==> src/rtl/ws2812_pkg.sv <==
// ---------------------------------------------------------------------------
// ws2812_pkg
//   Shared types and helpers for the WS2812 strip fill path.
//   GRB_W       : width of a GRB colour word
//   CMD_IDX_W   : width of the index/count fields carried in fill_cmd_t
//   fill_cmd_t  : range-fill command {start, count, color}
//   state_t     : fill sequencer states
//   strip_count : strip memory depth for a chain of led_count LEDs (LED0 is
//                 the status LED and not part of the strip memory)
// ---------------------------------------------------------------------------
package ws2812_pkg;

  localparam int unsigned GRB_W     = 24;
  localparam int unsigned CMD_IDX_W = 16;

  typedef struct packed {
    logic [CMD_IDX_W-1:0] start;
    logic [CMD_IDX_W-1:0] count;
    logic [GRB_W-1:0]     color;
  } fill_cmd_t;

  typedef enum logic {
    IDLE = 1'b0,
    FILL = 1'b1
  } state_t;

  function automatic int unsigned strip_count(input int unsigned led_count);
    return led_count - 1;
  endfunction

endpackage

==> src/rtl/ws2812_rr_arb2.sv <==
// ---------------------------------------------------------------------------
// ws2812_rr_arb2
//   Two-requester round-robin arbiter with a registered last-grant flag.
//   clk_g   in   clock
//   rst_n   in   asynchronous active-low reset
//   req     in   [1:0] requests (bit0 = host, bit1 = fx), already qualified
//   accept  in   grant taken this cycle; updates the last-grant flag
//   gnt     out  [1:0] one-hot grant (combinational), 0 when no request
//   last    out  requester served last (0 = host, 1 = fx); resets to 1 so
//                the host wins the first tie
// ---------------------------------------------------------------------------
module ws2812_rr_arb2 (
  input  logic       clk_g,
  input  logic       rst_n,
  input  logic [1:0] req,
  input  logic       accept,
  output logic [1:0] gnt,
  output logic       last
);

  logic r_last;

  always_comb begin
    gnt = 2'b00;
    unique case (req)
      2'b01:   gnt = 2'b01;
      2'b10:   gnt = 2'b10;
      2'b11:   gnt = r_last ? 2'b01 : 2'b10;
      default: gnt = 2'b00;
    endcase
  end

  always_ff @(posedge clk_g or negedge rst_n) begin
    if (!rst_n) begin
      r_last <= 1'b1;
    end else if (accept) begin
      r_last <= gnt[1];
    end
  end

  assign last = r_last;

endmodule

==> src/rtl/ws2812_strip_fill_arbiter.sv <==
// ---------------------------------------------------------------------------
// ws2812_strip_fill_arbiter
//   Shares the WS2812 driver strip write port between the host command path
//   and the effect engine. Commands are range fills; they are arbitrated
//   round-robin per command, clipped to the strip memory, then sequenced as
//   one strip write per clock.
//   clk_g / rst_n               clock, asynchronous active-low reset
//   host_valid/ready/start/count/color   host command handshake + fields
//   fx_valid/ready/start/count/color     effect-engine handshake + fields
//   strip_write/index/color_grb          driver write port (registered)
//   busy      high while filling
//   grant_fx  owner of current/last command (0 = host, 1 = fx)
//   cmd_done  pulse: accepted command finished (with its last write)
//   err_clip  pulse: command range truncated or fully out of range
// ---------------------------------------------------------------------------
module ws2812_strip_fill_arbiter
  import ws2812_pkg::*;
#(
  parameter int unsigned LED_COUNT = 150,
  // fill_cmd_t carries CMD_IDX_W-wide fields; keep IDX_W equal to it
  parameter int unsigned IDX_W     = CMD_IDX_W
) (
  input  logic             clk_g,
  input  logic             rst_n,
  input  logic             host_valid,
  output logic             host_ready,
  input  logic [IDX_W-1:0] host_start,
  input  logic [IDX_W-1:0] host_count,
  input  logic [GRB_W-1:0] host_color,
  input  logic             fx_valid,
  output logic             fx_ready,
  input  logic [IDX_W-1:0] fx_start,
  input  logic [IDX_W-1:0] fx_count,
  input  logic [GRB_W-1:0] fx_color,
  output logic             strip_write,
  output logic [IDX_W-1:0] strip_index,
  output logic [GRB_W-1:0] strip_color_grb,
  output logic             busy,
  output logic             grant_fx,
  output logic             cmd_done,
  output logic             err_clip
);

  localparam int unsigned   STRIP_COUNT = strip_count(LED_COUNT);
  localparam logic [IDX_W:0] LP_SC      = STRIP_COUNT[IDX_W:0];
  localparam logic [IDX_W:0] LP_ONE_X   = 1;
  localparam logic [IDX_W-1:0] LP_ONE   = 1;

  state_t           r_state;
  logic             r_write;
  logic [IDX_W-1:0] r_index;
  logic [GRB_W-1:0] r_color;
  logic             r_busy;
  logic             r_done;
  logic             r_clip;
  logic [IDX_W:0]   r_left;   // writes still to issue after the one on the port

  logic [1:0]       w_req;
  logic [1:0]       w_gnt;
  logic             w_accept;
  logic             w_last;
  fill_cmd_t        w_cmd;
  logic [IDX_W:0]   w_start_x;
  logic [IDX_W:0]   w_end;
  logic [IDX_W:0]   w_eff;
  logic             w_clip;

  // Requests are only presented while idle and out of reset, so both
  // readies are forced low during FILL and while rst_n is asserted.
  assign w_req = {fx_valid, host_valid} & {2{(r_state == IDLE) && rst_n}};

  ws2812_rr_arb2 u_arb (
    .clk_g  (clk_g),
    .rst_n  (rst_n),
    .req    (w_req),
    .accept (w_accept),
    .gnt    (w_gnt),
    .last   (w_last)
  );

  assign host_ready = w_gnt[0];
  assign fx_ready   = w_gnt[1];
  assign w_accept   = |w_gnt;

  always_comb begin
    w_cmd = w_gnt[1] ? fill_cmd_t'{start: fx_start,   count: fx_count,   color: fx_color}
                     : fill_cmd_t'{start: host_start, count: host_count, color: host_color};
  end

  // Range clipping in IDX_W+1 bits so start+count cannot overflow.
  assign w_start_x = {1'b0, w_cmd.start};
  assign w_end     = w_start_x + {1'b0, w_cmd.count};

  always_comb begin
    w_eff  = {1'b0, w_cmd.count};
    w_clip = 1'b0;
    if (w_start_x >= LP_SC) begin
      w_eff  = '0;
      w_clip = 1'b1;
    end else if (w_end > LP_SC) begin
      w_eff  = LP_SC - w_start_x;
      w_clip = 1'b1;
    end
  end

  always_ff @(posedge clk_g or negedge rst_n) begin
    if (!rst_n) begin
      r_state <= IDLE;
      r_write <= 1'b0;
      r_index <= '0;
      r_color <= '0;
      r_busy  <= 1'b0;
      r_done  <= 1'b0;
      r_clip  <= 1'b0;
      r_left  <= '0;
    end else begin
      r_done <= 1'b0;
      r_clip <= 1'b0;
      unique case (r_state)
        IDLE: begin
          r_write <= 1'b0;
          if (w_accept) begin
            r_clip <= w_clip;
            if (w_eff == '0) begin
              // Nothing to write: finish immediately, leave the port as is.
              r_done <= 1'b1;
            end else begin
              // First write goes out with the state change; r_left counts
              // the remainder so cmd_done can ride on the final write.
              r_state <= FILL;
              r_busy  <= 1'b1;
              r_write <= 1'b1;
              r_index <= w_cmd.start;
              r_color <= w_cmd.color;
              r_left  <= w_eff - LP_ONE_X;
              r_done  <= (w_eff == LP_ONE_X);
            end
          end
        end
        FILL: begin
          if (r_left != '0) begin
            r_write <= 1'b1;
            r_index <= r_index + LP_ONE;
            r_left  <= r_left - LP_ONE_X;
            r_done  <= (r_left == LP_ONE_X);
          end else begin
            r_write <= 1'b0;
            r_busy  <= 1'b0;
            r_state <= IDLE;
          end
        end
        default: r_state <= IDLE;
      endcase
    end
  end

  assign strip_write     = r_write;
  assign strip_index     = r_index;
  assign strip_color_grb = r_color;
  assign busy            = r_busy;
  assign grant_fx        = w_last;
  assign cmd_done        = r_done;
  assign err_clip        = r_clip;

endmodule

==> config.mk <==
export PLATFORM = sky130hd
export DESIGN_NAME = ws2812_strip_fill_arbiter
export DESIGN_NICKNAME = d
export VERILOG_FILES = /design/src/rtl/ws2812_pkg.sv /design/src/rtl/ws2812_rr_arb2.sv /design/src/rtl/ws2812_strip_fill_arbiter.sv
export SDC_FILE = /design/constraint.sdc
export NUM_CORES = 1
export LEC_CHECK = 0
export ABC_AREA = 1
export CAP_MARGIN = 0
export CORE_MARGIN = 5
export CORE_UTILIZATION = 51
export DETAILED_ROUTE_END_ITERATION = 10
export HOLD_SLACK_MARGIN = 0.08
export PLACE_DENSITY_LB_ADDON = 0.05
export SYNTH_ARGS = -nofsm -noshare
export SYNTH_HDL_FRONTEND = slang
export SYNTH_SLANG_ARGS = --single-unit
==> constraint.sdc <==
create_clock -name clk_g -period 6.51 [get_ports clk_g]
set_input_delay 0.9765 -clock clk_g [delete_from_list [all_inputs] [get_ports clk_g]]
set_output_delay 0.9765 -clock clk_g [all_outputs]
set_load 0.01 [all_outputs]
==> impl_metrics.toml <==
[power_and_ir_drop]
switchingPower_uw = 349
clkPwrFrac_pct = 40.0
p_int_uw = 847
ir_drop_v = 0.000116
sw_frac_of_total_pct = 29.2
comb_power_share_pct = 25.1
p_leak_nw = 4.40
p_seq_share_pct = 34.8
p_per_area_nw_per_um2 = 142

[clocking]
cts_buffers = 9
clk_pin_slew_ns = 0.06
cts.sinks = 62
htreeDepth = 3
cts_setup_buffers = 0
cts-hold-fix-buffers = 0
root_buffer = "clkbuf_16"
clk-insertion-delay-late_ns = 0.33
ctsResizeCount = 0
tritoncts = "done"
cts_buffer_depth = 2

[finish]
final_util_pct = 67.2
insertedDiodeCount = 0
multi_input_area_sq_um = 4200
nNetsFinal = 1298
syn_to_final_growth_pct = 29.9
nFillCells = 1167
layout-drive-gt1-share_pct = 8.59
final-seq-area_sq_um = 1550

[critical_path]
path_max_fanout = 58
cp.required_ns = 6.76
r2r_cells = 30
crit_path_start = "host_valid"
arrival_ns = 6.23
crit_path_start_kind = "input port"
worstSetupPathType = "in2reg"
path_common_cell = "o21ai_0"
cp-end-kind = "flop"
max_stage_delay_ns = 0.64
cpMaxStageDelayCell = "o21ai_0"
ff2ff_setup_slack_ns = 1.07
reg2reg_from = "strip_write$_DFF_PN0_"
endpoint = "strip_index[9]$_DFFE_PN0P_"
reg2reg_to = "strip_index[9]$_DFFE_PN0P_"

[synth]
synth_fp_nets = 1155
postSynthAreaPerCell_sq_um = 6.40
synth_seq_cells = 62
ys_seq_area_share_pct = 23.9
yosys-top-cells-area = "dfrtp_1, nand2_1, inv_1"
yosysWarnings = 0
synth_top_area_cell = "dfrtp_1"
yosysTopAreaCellShare_pct = 23.5
synth_cell_types = 52
synthCells = 1016
syn_area_sq_um = 6500

[global_route]
track_usage_pct = 27.2
grt_pass1_vias = 6641
grt_max_degree = 59
overflow = 0
antenna_found_initial = 0
grt_pass1_wl_mm = 32.6

[timing]
finalCritPeriodShare_pct = 91.8
fin_skew_ns = 0.0119
period_needed_ns = 5.98
slew_headroom_pct = 44.0
rsz0062_at_grt = "false"
tns_ns = 0
slew_viol_final = 0
clock.fmax_mhz = 167
worst-slew-pin-transition_ns = 0.834
setup_viol = 0
hold_slack_ns = 0.482
hold_viol = 0

[flow_run]
drv_cap = 0

[detailed_routing]
drtAntennaViolNets = 0
dr_total_vias = 6936
drcViolationCount = 0
drtIter0Drc = 486
vias_per_cell = 5.19
drt-wirelength-per-cell_microns = 15.0
drt-total-wl_mm = 20.1
dr.pass1.iters = 5

[die]
die-area_sq_um = 15100
fp-row-count = 41
die_y_microns = 123
die_w_microns = 123
start_util_pct = 51.7
num_io_pins = 163
core_area_sq_um = 12600

[min_path]
hold_path_class = "reg2reg"

[place]
port_buffers = 162
dp_hpwl_mm = 15.8
gp_congestion = 0.936

[run_status]
outcome = "finished, final reports clean"
-- registers in the layout (all words and copies together) (netlist names) --
register and cells:
strip_color_grb 24, r_left 17, strip_index 16, busy 1, cmd_done 1, err_clip 1, strip_write 1, u_arb.last 1
-- through the flow --
step	power (mW)	cell area (sq um)	std cells	worst slack, ns
2_1_floorplan	0.594	6500	1016	1.08
3_3_place_gp	0.719	8150	1320	0.323
3_5_place_dp	0.721	8150	1320	0.280
4_1_cts	1.21	8450	1336	0.628
5_1_grt	1.26	8450	1336	0.0191
6_report	1.20	8450	1336	0.534
-- power by group through the flow --
stage               sequential (mW)  combinational, mW  clock (mW)
detailed placement            0.423              0.299           0
floorplan                     0.420              0.174           0
CTS                           0.416              0.300       0.490
finish                        0.416              0.301       0.479
global placement              0.423              0.296           0
global route                  0.419              0.334       0.508
-- cells in the final DEF, fill, tap and decap left out, drive strengths merged, types with 24 or more instances in the layout --
| cell | instances |
|---|---|
| nand2 | 315 |
| clkdlybuf4s50 | 161 |
| inv | 122 |
| o21ai | 101 |
| nand3 | 91 |
| nor2 | 89 |
| dfrtp | 61 |
| a21oi | 35 |
| nand4 | 29 |
| mux2i | 24 |
-- cells in the mapped netlist (all sizes together) --
| cell | count |
|---|---|
| o21ai | 101 |
| xor2 | 20 |
| nor3b | 1 |
| and2 | 1 |
| a31oi | 2 |
| nand4 | 29 |
| nor4 | 5 |
| a211oi | 1 |
| xnor2 | 5 |
| o22ai | 2 |
| inv | 122 |
| mux2i | 24 |
| a21oi | 35 |
| nand2 | 315 |
| o21bai | 1 |
| nor3 | 14 |
| o211ai | 1 |
| a22oi | 1 |
| ha | 22 |
| nand3b | 10 |
| nor2 | 89 |
| buf | 29 |
| nand3 | 91 |
| clkbuf | 14 |
| o21a | 3 |
| a21boi | 1 |
| dfstp | 1 |
| dfrtp | 61 |
| a21o | 1 |
| fa | 1 |
| or2 | 13 |
-- logic make-up (layout without fill, tap and decap cells) --
| kind of cell | after synthesis | count (layout) | share of synthesized area (%) |
|---|---|---|---|
| and+or+nand+nor | 568 | 568 | 40.2 |
| buffers and inverters | 165 | 313 | 11.5 |
| xor gates and xnor gates | 25 | 25 | 3.37 |
| AOI/OAI and AO/OA | 149 | 149 | 12.8 |
| muxes | 24 | 24 | 3.69 |
| DFF | 62 | 62 | 23.9 |
| adders and majority gates | 23 | 23 | 4.54 |
-- area by class of cell --
type	count	share of cell area, %
multi-input cells	789	49.7
repair buffers	175	20.3
flip-flops and latches	62	18.4
inverters	122	5.48
clock buffers	11	2.87
well taps	172	2.55
clock inverters	5	0.696
-- layer usage --
layer	up-vias	wire length (microns)	part of all wire (%)	global-route usage, %
met3	29	1550	7.7	6.22
met4	0	433	2.2	8.12
met5	-	0	0	0
met1	3116	8760	44	35.4
li1	3572	-	-	-
met2	219	9340	47	45.0
-- worst max-delay path: cells and delay by family --
| family | cells | cell delay, ns |
|---|---|---|
| AOI/OAI and AO/OA | 8 | 1.77 |
| and+or+nand+nor | 13 | 1.80 |
| buffers and inverters | 5 | 1.02 |
| adders and majority gates | 2 | 0.61 |
-- worst min path at each step --
stage                                                 end  slack (ns)  cells after the start                       startpoint
after global placement    strip_color_grb[19]$_DFFE_PN0P_        0.46                      2  strip_color_grb[19]$_DFFE_PN0P_
after floorplan                    r_left[14]$_DFFE_PN0P_        0.51                      2           r_left[14]$_DFFE_PN0P_
final                     strip_color_grb[19]$_DFFE_PN0P_        0.48                      2  strip_color_grb[19]$_DFFE_PN0P_
after global routing      strip_color_grb[19]$_DFFE_PN0P_        0.52                      2  strip_color_grb[19]$_DFFE_PN0P_
after CTS                 strip_color_grb[19]$_DFFE_PN0P_        0.49                      2  strip_color_grb[19]$_DFFE_PN0P_
after detailed placement  strip_color_grb[19]$_DFFE_PN0P_        0.47                      2  strip_color_grb[19]$_DFFE_PN0P_
Power figures use the tool's default switching activity.
